## config.mk

```make
export PLATFORM = sky130hd
export DESIGN_NAME = rr_merge_mc
export DESIGN_NICKNAME = d
export VERILOG_FILES = /design/src/rtl/rr_merge_pkg.sv /design/src/rtl/rr_merge_mc_leaf.sv /design/src/rtl/rr_merge_mc.sv
export SDC_FILE = /design/constraint.sdc
export NUM_CORES = 1
export LEC_CHECK = 0
export CORE_MARGIN = 2
export CORE_UTILIZATION = 57
export CTS_BUF_LIST = sky130_fd_sc_hd__clkbuf_4
export CTS_CLUSTER_SIZE = 14
export DETAILED_ROUTE_END_ITERATION = 10
export PLACE_DENSITY = 0.95
export SLEW_MARGIN = 20
export SYNTH_ARGS = -nofsm -noshare
export SYNTH_HDL_FRONTEND = slang
export SYNTH_SLANG_ARGS = --single-unit
```

## constraint.sdc

```tcl
create_clock -name clk -period 5.9 [get_ports clk]
set_clock_uncertainty 0.05 [all_clocks]
set_input_delay 1.475 -clock clk [delete_from_list [all_inputs] [get_ports clk]]
set_output_delay 1.475 -clock clk [all_outputs]
set_load 0.03 [all_outputs]
```

## src/rtl/rr_merge_pkg.sv

```systemverilog
// Shared types and helpers for the two-level round-robin merge.
// Latency: n/a (package only).
// Backpressure: n/a (package only).
//
// Contents:
//   MAX_PICK / PICK_W : widest request vector rr_pick can search, and its index width
//   width_of()        : index width for a count, never less than 1
//   rr_pick()         : first set bit at or after a pointer, wrapping
package rr_merge_pkg;

  localparam int MAX_PICK = 32;
  localparam int PICK_W   = 5;

  // Index width for n items. A single item still gets one bit so that
  // group and select fields never collapse to zero width.
  function automatic int width_of(input int n);
    return (n > 1) ? $clog2(n) : 1;
  endfunction

  // Round-robin search over the low n bits of vec (n a power of 2).
  // The search starts at ptr and wraps. The loop runs from the far end back
  // toward ptr, so the last hit written is the one closest to ptr.
  // Returns 0 when nothing is set; callers qualify the result with |vec.
  function automatic int rr_pick(input logic [MAX_PICK-1:0] vec,
                                 input int n,
                                 input int ptr);
    int idx;
    int k;
    idx = 0;
    for (int i = MAX_PICK - 1; i >= 0; i--) begin
      k = (ptr + i) & (n - 1);
      if ((i < n) && vec[k[PICK_W-1:0]]) begin
        idx = k;
      end
    end
    return idx;
  endfunction

endpackage

```

## src/rtl/rr_merge_mc_leaf.sv

```systemverilog
// Leaf round-robin picker over RRWAYS request lines, with a rotating priority pointer.
// Latency: combinational pick and ready; the pointer updates on the accepting edge.
// Backpressure: ready goes to the picked way only when i_space is high, and never during reset.
//
// Ports:
//   clk, reset : clock and asynchronous active-high reset
//   i_v        : per-way valid
//   i_space    : downstream stage is empty or is being popped this cycle
//   o_r        : one-hot ready to the picked way
//   o_acc      : a beat transfers on this edge
//   o_pick     : index of the picked way
module rr_arb_leaf
  import rr_merge_pkg::*;
#(
  parameter  int RRWAYS = 4,
  localparam int LEAF_W = $clog2(RRWAYS)
) (
  input  logic              clk,
  input  logic              reset,
  input  logic [RRWAYS-1:0] i_v,
  input  logic              i_space,
  output logic [RRWAYS-1:0] o_r,
  output logic              o_acc,
  output logic [LEAF_W-1:0] o_pick
);

  logic [LEAF_W-1:0] r_ptr;
  logic              w_any;

  always_comb begin
    w_any  = |i_v;
    o_pick = LEAF_W'(rr_pick(MAX_PICK'(i_v), RRWAYS, int'(r_ptr)));
    // Reset gating holds every ready low while reset is asserted,
    // even though the stage register reads empty at that time.
    o_acc  = w_any && i_space && !reset;
    o_r    = '0;
    if (o_acc) begin
      o_r[o_pick] = 1'b1;
    end
  end

  // The way after the winner gets top priority next. RRWAYS is a power of 2,
  // so the add wraps on its own.
  always_ff @(posedge clk or posedge reset) begin
    if (reset) begin
      r_ptr <= '0;
    end else if (o_acc) begin
      r_ptr <= o_pick + 1'b1;
    end
  end

endmodule

```

## src/rtl/rr_merge_mc.sv

```systemverilog
// Two-level merge of WAYS valid/ready streams into one output, tagged with the source id.
// Latency: 1 cycle from input handshake to o_v; each group sustains 1 beat/cycle.
// Backpressure: an unaccepted output beat is locked and kept stable; the group refills only when it pops.
//
// Ports:
//   clk, reset : clock and asynchronous active-high reset
//   i_v/i_r    : per-stream valid/ready
//   i_d        : per-stream payload; stream k occupies [k*WIDTH +: WIDTH]
//   o_v/o_r    : output valid/ready
//   o_d        : payload of the granted beat
//   o_sel      : source stream id, formed as {group, leaf index}
//   o_burst    : beat count within the current group lock, including the present beat
module rr_merge_mc
  import rr_merge_pkg::*;
#(
  parameter  int WAYS    = 16,
  parameter  int WIDTH   = 1,
  parameter  int RRWAYS  = 4,
  parameter  int QUANTUM = 4,
  localparam int NMUX    = WAYS / RRWAYS,
  localparam int SEL_W   = width_of(WAYS)
) (
  input  logic                  clk,
  input  logic                  reset,
  input  logic [WAYS-1:0]       i_v,
  output logic [WAYS-1:0]       i_r,
  input  logic [WAYS*WIDTH-1:0] i_d,
  output logic                  o_v,
  input  logic                  o_r,
  output logic [WIDTH-1:0]      o_d,
  output logic [SEL_W-1:0]      o_sel,
  output logic [7:0]            o_burst
);

  localparam int LEAF_W = $clog2(RRWAYS);
  localparam int GRP_W  = width_of(NMUX);
  localparam logic [7:0] Q8 = 8'(QUANTUM);

  typedef struct packed {
    logic [WIDTH-1:0]  payload;
    logic [LEAF_W-1:0] leaf_idx;
  } stage_t;

  // Stage registers, one per group.
  stage_t            r_stg [NMUX];
  logic [NMUX-1:0]   r_stg_vld;

  // Final arbiter state: locked group, beats taken from it, and the held grant.
  logic [GRP_W-1:0]  r_lock;
  logic [7:0]        r_cnt;
  logic              r_hold;
  logic [GRP_W-1:0]  r_hgrp;

  logic [NMUX-1:0]   w_space;
  logic [NMUX-1:0]   w_acc;
  logic [NMUX-1:0]   w_pop;
  logic [LEAF_W-1:0] w_pick [NMUX];
  logic [WIDTH-1:0]  w_in_dat [NMUX];
  logic [GRP_W-1:0]  w_grant;
  logic              w_fire;
  logic              w_keep;
  logic [7:0]        w_cnt_next;

  // ---------------------------------------------------------------------------
  // Leaf arbiters
  // ---------------------------------------------------------------------------
  for (genvar g = 0; g < NMUX; g++) begin : g_leaf
    rr_arb_leaf #(
      .RRWAYS (RRWAYS)
    ) u_leaf (
      .clk     (clk),
      .reset   (reset),
      .i_v     (i_v[g*RRWAYS +: RRWAYS]),
      .i_space (w_space[g]),
      .o_r     (i_r[g*RRWAYS +: RRWAYS]),
      .o_acc   (w_acc[g]),
      .o_pick  (w_pick[g])
    );
  end

  // Steer the picked way's payload into its group's stage.
  // The constant indices keep the part-selects fixed after unrolling.
  always_comb begin
    for (int g = 0; g < NMUX; g++) begin
      w_in_dat[g] = '0;
      for (int j = 0; j < RRWAYS; j++) begin
        if (w_pick[g] == LEAF_W'(j)) begin
          w_in_dat[g] = i_d[(g*RRWAYS + j)*WIDTH +: WIDTH];
        end
      end
    end
  end

  // ---------------------------------------------------------------------------
  // Final quantum arbiter
  // ---------------------------------------------------------------------------
  always_comb begin
    o_v = |r_stg_vld;

    // A held beat keeps its group. Otherwise stay on the locked group while it
    // has data and quantum left. Otherwise search from the next group, leaving
    // the locked group for last.
    if (r_hold) begin
      w_grant = r_hgrp;
    end else if (r_stg_vld[r_lock] && (r_cnt < Q8)) begin
      w_grant = r_lock;
    end else begin
      w_grant = GRP_W'(rr_pick(MAX_PICK'(r_stg_vld), NMUX, int'(r_lock) + 1));
    end

    w_fire     = o_v && o_r;
    w_keep     = (w_grant == r_lock) && (r_cnt < Q8);
    w_cnt_next = w_keep ? (r_cnt + 8'd1) : 8'd1;
    o_burst    = o_v ? w_cnt_next : 8'd0;

    for (int g = 0; g < NMUX; g++) begin
      w_pop[g]   = w_fire && (w_grant == GRP_W'(g));
      // A stage that is popping on this edge can take a new beat on the same edge.
      w_space[g] = !r_stg_vld[g] || w_pop[g];
    end

    o_d = r_stg[w_grant].payload;
  end

  if (NMUX > 1) begin : g_sel_multi
    assign o_sel = {w_grant, r_stg[w_grant].leaf_idx};
  end else begin : g_sel_single
    assign o_sel = r_stg[0].leaf_idx;
  end

  // ---------------------------------------------------------------------------
  // State
  // ---------------------------------------------------------------------------
  always_ff @(posedge clk or posedge reset) begin
    if (reset) begin
      r_stg_vld <= '0;
      for (int g = 0; g < NMUX; g++) begin
        r_stg[g] <= '0;
      end
    end else begin
      for (int g = 0; g < NMUX; g++) begin
        if (w_acc[g]) begin
          r_stg_vld[g]      <= 1'b1;
          r_stg[g].payload  <= w_in_dat[g];
          r_stg[g].leaf_idx <= w_pick[g];
        end else if (w_pop[g]) begin
          r_stg_vld[g] <= 1'b0;
        end
      end
    end
  end

  // The lock starts on the last group with a spent quantum, so the first
  // search begins at group 0.
  always_ff @(posedge clk or posedge reset) begin
    if (reset) begin
      r_lock <= GRP_W'(NMUX - 1);
      r_cnt  <= Q8;
      r_hold <= 1'b0;
      r_hgrp <= '0;
    end else if (w_fire) begin
      // When w_keep is set the grant is the locked group, so this keeps the lock.
      r_lock <= w_grant;
      r_cnt  <= w_cnt_next;
      r_hold <= 1'b0;
    end else if (o_v) begin
      r_hold <= 1'b1;
      r_hgrp <= w_grant;
    end
  end

endmodule

```

Word-level counts from Yosys, hierarchy flattened

Cells that the tools add are included.
W data, S select, Z words.

Register bits after elaboration: 37
Input bits: 35

Bitwise logic cells: 2
Equality and inequality tests: 16
Reduce and logical (&&, ||, !) cells: 44
Magnitude comparators: 31
Add/sub/neg operators: 21
Mux-type cells: 107

Operator list:

| cell                  | count |
|---|---|
| $lt A2 B6 Y1 const B  | 20 |
| $mux W1               | 51 |
| $mux W2               | 22 |
| $bmux W1 S2           | 21 |
| $add A2 B1 Y2 const B | 10 |
| $add A2 B2 Y2 const B | 10 |
| $eq A2 B2 Y1 const B  | 10 |
| $reduce_or A4 Y1      | 5 |
| $logic_and A1 B1 Y1   | 19 |
| $mux W4               | 4 |
| $mux W8               | 2 |
| $lt A2 B3 Y1 const B  | 5 |
| $eq A2 B1 Y1 const B  | 5 |
| $logic_not A2 Y1      | 5 |
| $reduce_bool A2 Y1    | 5 |
| $add A8 B1 Y8 const B | 1 |
| $demux W1 S2          | 4 |
| $ge A2 B1 Y1 const B  | 4 |
| $lt A8 B3 Y1 const B  | 1 |
| $bmux W3 S2           | 1 |
| $mux W3               | 2 |
| $logic_not A1 Y1      | 5 |
| $logic_or A1 B1 Y1    | 4 |
| $ge A3 B3 Y1 const B  | 1 |
| 4 further kinds       | 4 |

Logic depth before layout (Yosys ltp)

Gate-level depths: netlist of the first run.

Depth after elaboration: 16
Mapped depth: 11

By module

Synthesis of the first run repeated with hierarchy kept, for this count alone.

Cells, all modules: 323
Area, all modules: 2907.8 um^2

By module, submodules not included:

| module      | instances | area an instance (um^2) | cells each | sequential area each (um^2) |
|---|---|---|---|---|
| rr_merge_mc | 1         | 2006.9                  | 211        | 729.4 |
| rr_arb_leaf | 4         | 225.2                   | 28         | 50.0 |

Worst setup path after synthesis of the first run

No wires, ideal clock.

Path type: input to output
Start: in reset
End: out i_r[12]
Stages on the path: 5
Buffers on the path: 2
Path slack: 1.097 ns
Arrival time: 3.278 ns
Required time: 4.375 ns
Cell sequence: clkbuf_1 inv_1 and2_1 clkbuf_1 and3_1

Cells in the longest elaborated chain, start to end: 3

RTL lines:

| item                              | line                   | RTL |
|---|---|---|
| start, declared                   | rr_merge_mc.sv:24      | `input logic reset,` |
| $logic_not A1 Y1 (no source line) | --                     |  |
| $logic_and A1 B1 Y1               | rr_merge_mc_leaf.sv:35 | `o_acc = w_any && i_space && !reset;` |
| $mux W4                           | rr_merge_mc_leaf.sv:37 | `if (o_acc) begin` |
| end, declared                     | rr_merge_mc.sv:26      | `output logic [WAYS-1:0] i_r,` |

No other way between the ends.

Worst setup path after layout of the first run

Start: in i_v[12]
End: out i_r[15]

Cells in the longest elaborated chain, start to end: 11
Elaborated cells between the ends (all ways): 21
Classes of those cells: 2 x order compare; 15 x mux; 4 x reduce/logical

RTL lines:

| item                                                                      | line                   | RTL |
|---|---|---|
| start, declared                                                           | rr_merge_mc.sv:25      | `input logic [WAYS-1:0] i_v,` |
| $bmux W1 S2                                                               | rr_merge_pkg.sv:32     | `if ((i < n) && vec[k[PICK_W-1:0]]) begin` |
| $mux W1 (not written as such)                                             | rr_merge_pkg.sv:32     |  |
| $mux W2 (3 in series)                                                     | rr_merge_pkg.sv:32     |  |
| $mux W2 (*)                                                               | rr_merge_pkg.sv:32     |  |
| named net g_leaf[3].u_leaf.o_pick[0]                                      | rr_merge_mc_leaf.sv:24 | `output logic [LEAF_W-1:0] o_pick` |
| $lt A2 B3 Y1 (not written as such) / $ge A2 B1 Y1 (equally long branches) | rr_merge_mc_leaf.sv:38 | `o_r[o_pick] = 1'b1;` |
| $logic_and A1 B1 Y1 (not written as such)                                 | rr_merge_mc_leaf.sv:38 |  |
| $mux W1 (not written as such)                                             | rr_merge_mc_leaf.sv:38 |  |
| $demux W1 S2 (*)                                                          | rr_merge_mc_leaf.sv:38 |  |
| $mux W4 (*)                                                               | rr_merge_mc_leaf.sv:37 |  |

Mark *: on every way through the listed nets, which the timed path passes. The rest lies on a longest branch. The select of a mux whose other input is x is not followed.

==> qor.yml, run 1 <==
syn_inst: 346
clock_sinks: 37
place_area_um2: 3503
tns_ns: 0
peakVddDrop_mv: 0.2160
final_nets: 451
rsz0062_at_grt: "false"
synth_edf_count: 0
antenna_cells: 0
coreArea_um2: 4817
h-tree-depth: 2
crit_arrival_ns: 3.82
required_ns: 4.38
track_usage: 0.2712
synth-adder-area-share: 0.07321
min_path_cells: 2
timing.hold.ws_ns: 0.4452
place_congestion: 0.8654
drive_gt1_frac: 0.06250
drv_slew: 0
clkSlewWorstSetupHoldPaths_ns: 0.11
max_cap_violations: 0
hold_buffers: 0
wl_mm: 7.322
routed-via-count: 2798
cts_tree: "built"
viasPerCell: 5.991
r2r_end: "r_stg[9]"
ios: 65
drc: 0
die_h_um: 75.40
hold_end: "r_cnt[1]"
first_pass_iters: 5
min_period_ns: 5.345
dieArea_um2: 5684
netlist_area_um2: 2905
synthFlopType: "dfrtp_1"
crit_type: "in -> out"
synth_compound_area_frac: 0.2481
dp_hpwl_mm: 5.509
grt_pass1_vias: 2693
synth-seq-cells: 37
hp-start: "r_cnt[1]"
timing.rr.start: "r_lock[0]"
critPathCaptureType: "output port"
fin_area_um2: 3560
mostFrequentLayoutCell: "clkdlybuf4s50_1"
dieWidth_um: 75.40
synth_top_family_by_area: "compound AO/OA/AOI/OAI gates"
fillers: 366
tightest_slew_ns: 0.9388
synthMuxAreaShare: 0.05986
grt_max_degree: 39
antenna_left: 0
timing.fmax_mhz: 187.1
synth-simple-area-share: 0.2162
setup_viol_count_final: 0
yosysSeqAreaShare: 0.3200
post_drt_wl_per_cell_um: 15.68
area_delta_synth_final_pct: 22.52
grt_pass1_wl_mm: 11.87
hold_class: "reg -> reg"
drt_iter0_drc: 207
rrSetupSlack_ns: 3.13
start_util: 0.6031
clkLatencyLatePin_ns: 0.36
grt_overflow_total: 0
r2r_cells: 6
final_cell_mix: "59 x clkdlybuf4s50_1, 34 x dfrtp_1, 26 x nand2_1, 26 x a21oi_1"
ctsResizeCount: 0
cts_buffers: 5
crit_fanout: 5
timing.final.crit_share: 0.9059
hold_viol_final: 0
syn_area_per_cell_um2: 8.397
status: "finished clean"
timing.critical_path.from: "i_v[12]"
synth-async-reset-ratio: 1.000
startpoint_type: "input pin"
antenna_found_initial: 0
synth_xor_area_frac: 0.006029
slew_headroom: 0.3718
clock-root-buffer: "clkbuf_4"
io_buffers: 59
ys_types: 57
cts_setup_buffers: 0
power.density_nw_per_um2: 464.9
yosysWarnings: 0
clock_path_buffers: 2
rows: 25
total_leakage_power_nw: 1.607
worst max-delay path, cell delays in order:
cell	delay (ns)
clkdlybuf4s50_1	0.47
mux2i_1	0.18
nor2_1	0.07
or3_1	0.43
inv_1	0.16
ha_1	0.21
and3_1	0.16
clkdlybuf4s50_1	0.67
sequential cells by signal, indices dropped and copies added, names as in the netlist:
name                 cells
r_cnt                    8
r_lock                   2
r_hold                   1
g_leaf.u_leaf.r_ptr      8
r_stg_vld                4
r_hgrp                   2
r_stg                   12
synth_stat cells (all sizes together) (2+ instances only):
cell     instances  area share
dfrtp           34        0.29
a21oi           26       0.045
inv             26       0.034
nand2           26       0.034
nor2            24       0.031
and3            18       0.039
ha              17       0.073
o21ai           15       0.026
buf             14       0.033
mux2i           14       0.048
and2            10       0.022
nor3             8       0.014
clkbuf           7      0.0090
nand2b           7       0.015
o21a             7       0.018
o31ai            7       0.018
a31oi            6       0.013
nand3            6       0.010
o22ai            6       0.013
a211oi           5       0.013
nor2b            5       0.011
a22oi            4       0.010
a32o             4       0.014
nor4             4       0.014
o221ai           4       0.012
or3              4       0.010
a21boi           3      0.0078
a31o             3      0.0090
dfstp            3       0.027
mux2             3       0.012
a32oi            2      0.0060
nand4            2      0.0043
nor3b            2      0.0052
o2111ai          2      0.0060
o311a            2      0.0069
o311ai           2      0.0060
area by class of cell:
class                   instances  area [µm²]  area share
flip-flops and latches         37       929.6      0.2612
multi-input cells             266        1772      0.4977
inverters                      26       97.59     0.02742
clock inverters                 1       3.754    0.001054
well taps                      67       83.83     0.02355
repair buffers                 63       620.6      0.1743
clock buffers                   7       52.55     0.01476
power breakdown:
part | switching [mW] | internal, mW
clock network | 0.0828 | 0.0550
logic | 0.603 | 0.433
registers | 0.125 | 0.356
kinds of logic after synthesis:
family / after synthesis
compound gates: 106
xor+xnor: 2
fa+ha+maj: 17
buf+inv: 47
flops: 37
mux: 17
other cells: 1
simple gates: 119
how the worst max path moves through the flow:
stage                     depth (start not counted)      end  slack [ns]
after floorplan                                   5  i_r[12]        1.10
after global placement                            8  i_r[10]        0.66
after detailed placement                          8  i_r[15]        0.56
after CTS                                         8  i_r[15]        0.56
after global routing                              8  i_r[10]        0.32
final                                             8  i_r[15]        0.55
metrics by stage:
step | setup WS [ns] | cells | total power, mW | util
2_1_floorplan | 1.097 | 350 | 1.200 | -
3_3_place_gp | 0.6649 | 459 | 1.458 | 0.7273
3_5_place_dp | 0.5575 | 459 | 1.504 | 0.7273
4_1_cts | 0.5621 | 467 | 1.642 | 0.7390
5_1_grt | 0.3220 | 467 | 1.765 | 0.7390
6_report | 0.5550 | 467 | 1.655 | 0.7390
layer usage:
metal  vias to the layer above  global-route usage  wire length, µm
met5                         -                   0                0
met1                      1331              0.3223             3081
met2                        94              0.4976             3835
met3                         8             0.05556              336
li1                       1365                   -                -
met4                         0             0.07212               68
(Power assumes the default switching activity.)
==> run 2: changes to the inputs <==
--- a/config.mk
+++ b/config.mk
@@ -5,8 +5,9 @@
 export SDC_FILE = /design/constraint.sdc
 export NUM_CORES = 1
 export LEC_CHECK = 0
+export ABC_AREA = 1
 export CORE_MARGIN = 2
-export CORE_UTILIZATION = 57
+export CORE_UTILIZATION = 58
 export CTS_BUF_LIST = sky130_fd_sc_hd__clkbuf_4
 export CTS_CLUSTER_SIZE = 14
 export DETAILED_ROUTE_END_ITERATION = 10
==> run 2 against run 1 <==
Via count rose by 13%. Area after synthesis rose by 6.9%. Register-to-register slack improved by 0.11 ns. Die area rose by 4.8%. Cell count rose by 31%. Setup slack got worse by 0.33 ns. Total power rose by 39%. Worst hold slack got worse by 0.0091 ns. Non-clock buffer count did not move. Critical endpoint is now i_r[2]. Largest cell class unchanged. Highest routed layer unchanged.
==> qor.yml, run 2 <==
synth-seq-cells: 37  # unchanged
cts_tree: "built"  # unchanged
largest-register: "r_stg"  # unchanged
yosysSeqAreaShare: 0.2994  # was 0.3200
rrSetupSlack_ns: 3.24  # was 3.13 ns
die_h_um: 77.17  # was 75.40 µm
timing.final.crit_share: 0.9620  # was 0.9059
status: "finished clean"  # unchanged
combPwrFrac: 0.728  # was 0.626
place_congestion: 0.8361  # was 0.8654
r2r_end: "r_stg[2]"  # was r_stg[9]
tns_ns: 0  # unchanged
p_sw_mw: 1.273  # was 0.8108 mW
timing.critical_path.from: "i_v[3]"  # was i_v[12]
crit_family: "buffers and inverters"  # unchanged
drc: 0  # unchanged
clkSlewWorstSetupHoldPaths_ns: 0.12  # was 0.11 ns
grt_pass1_wl_mm: 12.65  # was 11.87 mm
tightest_slew_ns: 0.6947  # was 0.9388 ns
synth_top_cell_area_share: 0.2740  # was 0.2929
path_cells: "clkdlybuf4s50_1 > inv_1 > nand2_1 > o21ai_0 > or2_2 > nand2_1 > inv_1 > nand2_1 > mux2_2 > inv_1 > ha_1 > inv_1 > nor2_1 > clkdlybuf4s50_1"  # was clkdlybuf4s50_1 > mux2i_1 > nor2_1 > or3_1 > inv_1 > ha_1 > and3_1 > clkdlybuf4s50_1
synth-async-reset-ratio: 1.000  # unchanged
antenna_cells: 0  # unchanged
rsz0062_at_grt: "false"  # unchanged
rows: 26  # was 25
antenna_left: 0  # unchanged
start_util: 0.6042  # was 0.6031
drt_iter0_drc: 177  # was 207
crit_arrival_ns: 4.15  # was 3.82 ns
drive_gt1_frac: 0.07919  # was 0.06250
clock_sinks: 37  # unchanged
grt_overflow_total: 0  # unchanged
netlist_area_um2: 3105  # was 2905 µm²
final_nets: 594  # was 451
slew_headroom: 0.5347  # was 0.3718
fin_area_um2: 3800  # was 3560 µm²
peakVddDrop_mv: 0.2834  # was 0.2160 mV
synthFlopType: "dfrtp_1"  # unchanged
drv_slew: 0  # unchanged
yosysMostFrequentCell: "nand2_1"  # was dfrtp_1
crit_path_max_incr_delay_ns: 0.68  # was 0.67 ns
post_drt_wl_per_cell_um: 11.83  # was 15.68 µm
synth_common_cells: "144 x nand2_1, 78 x inv_1, 42 x nor2_1"  # was 34 x dfrtp_1, 26 x a21oi_1, 26 x nand2_1
hp-start: "r_stg[0]"  # was r_cnt[1]
place_area_um2: 3741  # was 3503 µm²
startpoint_type: "input pin"  # unchanged
h-tree-depth: 2  # unchanged
yosysWarnings: 0  # unchanged
cts_buffers: 5  # unchanged
crit_type: "in -> out"  # unchanged
min_period_ns: 5.676  # was 5.345 ns
mostFrequentLayoutCell: "nand2_1"  # was clkdlybuf4s50_1
wl_mm: 7.252  # was 7.322 mm
intPower_mw: 1.021  # was 0.8441 mW
antenna_found_initial: 0  # unchanged
coreArea_um2: 5140  # was 4817 µm²
clkLatencyLatePin_ns: 0.36  # about the same
syn_area_per_cell_um2: 6.443  # was 8.397 µm²
largestRegisters: "r_stg (12), g_leaf.u_leaf.r_ptr (8), r_cnt (8)"  # unchanged
first_pass_iters: 7  # was 5
total_leakage_power_nw: 1.993  # was 1.607 nW
fillers: 425  # was 366
p_clk_frac: 0.062  # was 0.083
track_usage: 0.2528  # was 0.2712
critPathCaptureType: "output port"  # unchanged
power.density_nw_per_um2: 603.8  # was 464.9 nW/µm²
p_sw_frac: 0.5549  # was 0.4900
endpoint: "i_r[2]"  # was i_r[15]
ys_types: 36  # was 57
clock_path_buffers: 2  # unchanged
ios: 65  # unchanged
final_cell_mix: "144 x nand2_1, 78 x inv_1, 59 x clkdlybuf4s50_1, 42 x nor2_1, 35 x nand3_1"  # was 59 x clkdlybuf4s50_1, 34 x dfrtp_1, 26 x nand2_1, 26 x a21oi_1
hold_class: "reg -> reg"  # unchanged
max_cap_violations: 0  # unchanged
synth_edf_count: 0  # unchanged
dieArea_um2: 5955  # was 5684 µm²
syn_inst: 482  # was 346
dieWidth_um: 77.17  # was 75.40 µm
setup_viol_count_final: 0  # unchanged
synth.area.top_cells: "dfrtp_1 27%, nand2_1 17%, inv_1 9.4%"  # was dfrtp_1 29%, ha_1 7.3%, mux2i_1 4.8%
clock-root-buffer: "clkbuf_4"  # unchanged
hold_viol_final: 0  # unchanged
dp_hpwl_mm: 5.690  # was 5.509 mm
grt_max_degree: 36  # was 39
yosysTopAreaCell: "dfrtp_1"  # unchanged
viasPerCell: 5.168  # was 5.991
cp_slowest_cell: "clkdlybuf4s50_1"  # unchanged
routed-via-count: 3168  # was 2798
pre_cts_slack_ns: 0.2339  # was 0.5575 ns
power_frac_seq: 0.211  # was 0.291
worst_slack_ns: 0.2243  # was 0.5550 ns
crit_top_cell: "inv_1"  # was clkdlybuf4s50_1
crit_cells: 14  # was 8
io_buffers: 59  # unchanged
crit_fanout: 4  # was 5
crit_buf_inv: 6  # was 3
area_delta_synth_final_pct: 22.36  # was 22.52%
grt_pass1_vias: 3152  # was 2693
r2r_cells: 15  # was 6
timing.rr.start: "g_leaf[3].u_leaf.r_ptr[0]"  # was r_lock[0]
required_ns: 4.38  # about the same
final_core_util: 0.7393  # was 0.7390
largest_reg_flops: 12  # unchanged
timing.fmax_mhz: 176.2  # was 187.1 MHz
==> run 2: kinds of logic (layout without fill, tap and decap cells) <==
kind of cell	count (synthesis)	after routing	synth area share
compound gates	74	74	0.1354
xor+xnor	3	3	0.008462
fa+ha+maj	17	17	0.06849
buf+inv	93	150	0.1237
flops	37	37	0.2994
mux	3	3	0.01088
other cells	1	5	0.001208
simple gates	254	254	0.3525
==> run 2: through the flow <==
| step | std cells | power (mW) | hold slack (ns) |
|---|---|---|---|
| finish | 613 | 2.294 | 0.4362 |
| global route | 613 | 2.535 | 0.4697 |
| CTS | 613 | 2.277 | 0.4395 |
| detailed placement | 605 | 2.124 | 0.4100 |
| global placement | 605 | 2.044 | 0.4071 |
| floorplan | 486 | 1.702 | 0.3867 |
==> run 2: area by class of cell <==
cell class | count | area (µm²) | area share
tap | 70 | 87.58 | 0.02305
sequential | 37 | 929.6 | 0.2446
clock buffer | 5 | 37.54 | 0.009878
inverter | 79 | 296.5 | 0.07804
timing repair buffer | 63 | 620.6 | 0.1633
multi-input combinational | 356 | 1807 | 0.4755
clock inverter | 3 | 21.27 | 0.005598
==> run 2: worst min-delay path by stage <==
stage                endpoint  cells after the start
detailed placement   r_stg[0]                      2
finish               r_stg[0]                      2
CTS                  r_cnt[2]                      2
global route         r_cnt[2]                      2
floorplan           r_stg[10]                      2
global placement     r_stg[4]                      2
==> run 2: worst reg2reg max path, stage by stage, from the launching register on <==
cell	delay [ns]
dfrtp_1	0.54
nor2_1	0.09
a21oi_1	0.20
nand2_1	0.10
a21boi_0	0.16
o21ai_0	0.10
a21boi_1	0.32
inv_1	0.11
ha_1	0.21
inv_1	0.08
nand3_1	0.07
a21oi_1	0.12
a21oi_1	0.06
o21ai_0	0.19
nand3_1	0.10
nand2_1	0.10
==> run 2: metal layers <==
layer / wire, µm / up-vias / part of all wire / GRT usage
li1: - / 1627 / - / -
met1: 3015 / 1434 / 0.42 / 0.2934
met2: 3764 / 94 / 0.52 / 0.4722
met3: 368 / 13 / 0.051 / 0.03765
met4: 104 / 0 / 0.014 / 0.08214
met5: 0 / - / 0 / 0
==> run 2: power by group through the flow <==
stage	clock network, mW	registers [mW]	logic [mW]
after global placement	0	0.477	1.57
final	0.141	0.483	1.67
after detailed placement	0	0.483	1.64
after global routing	0.152	0.500	1.88
after floorplan	0	0.412	1.29
after CTS	0.141	0.480	1.66
==> run 2: timing repair <==
action                     in CTS  in global routing
setup endpoints to repair       0                  8
resized for setup               0                  4
hold buffers                    0                  0
setup buffers                   0                  0
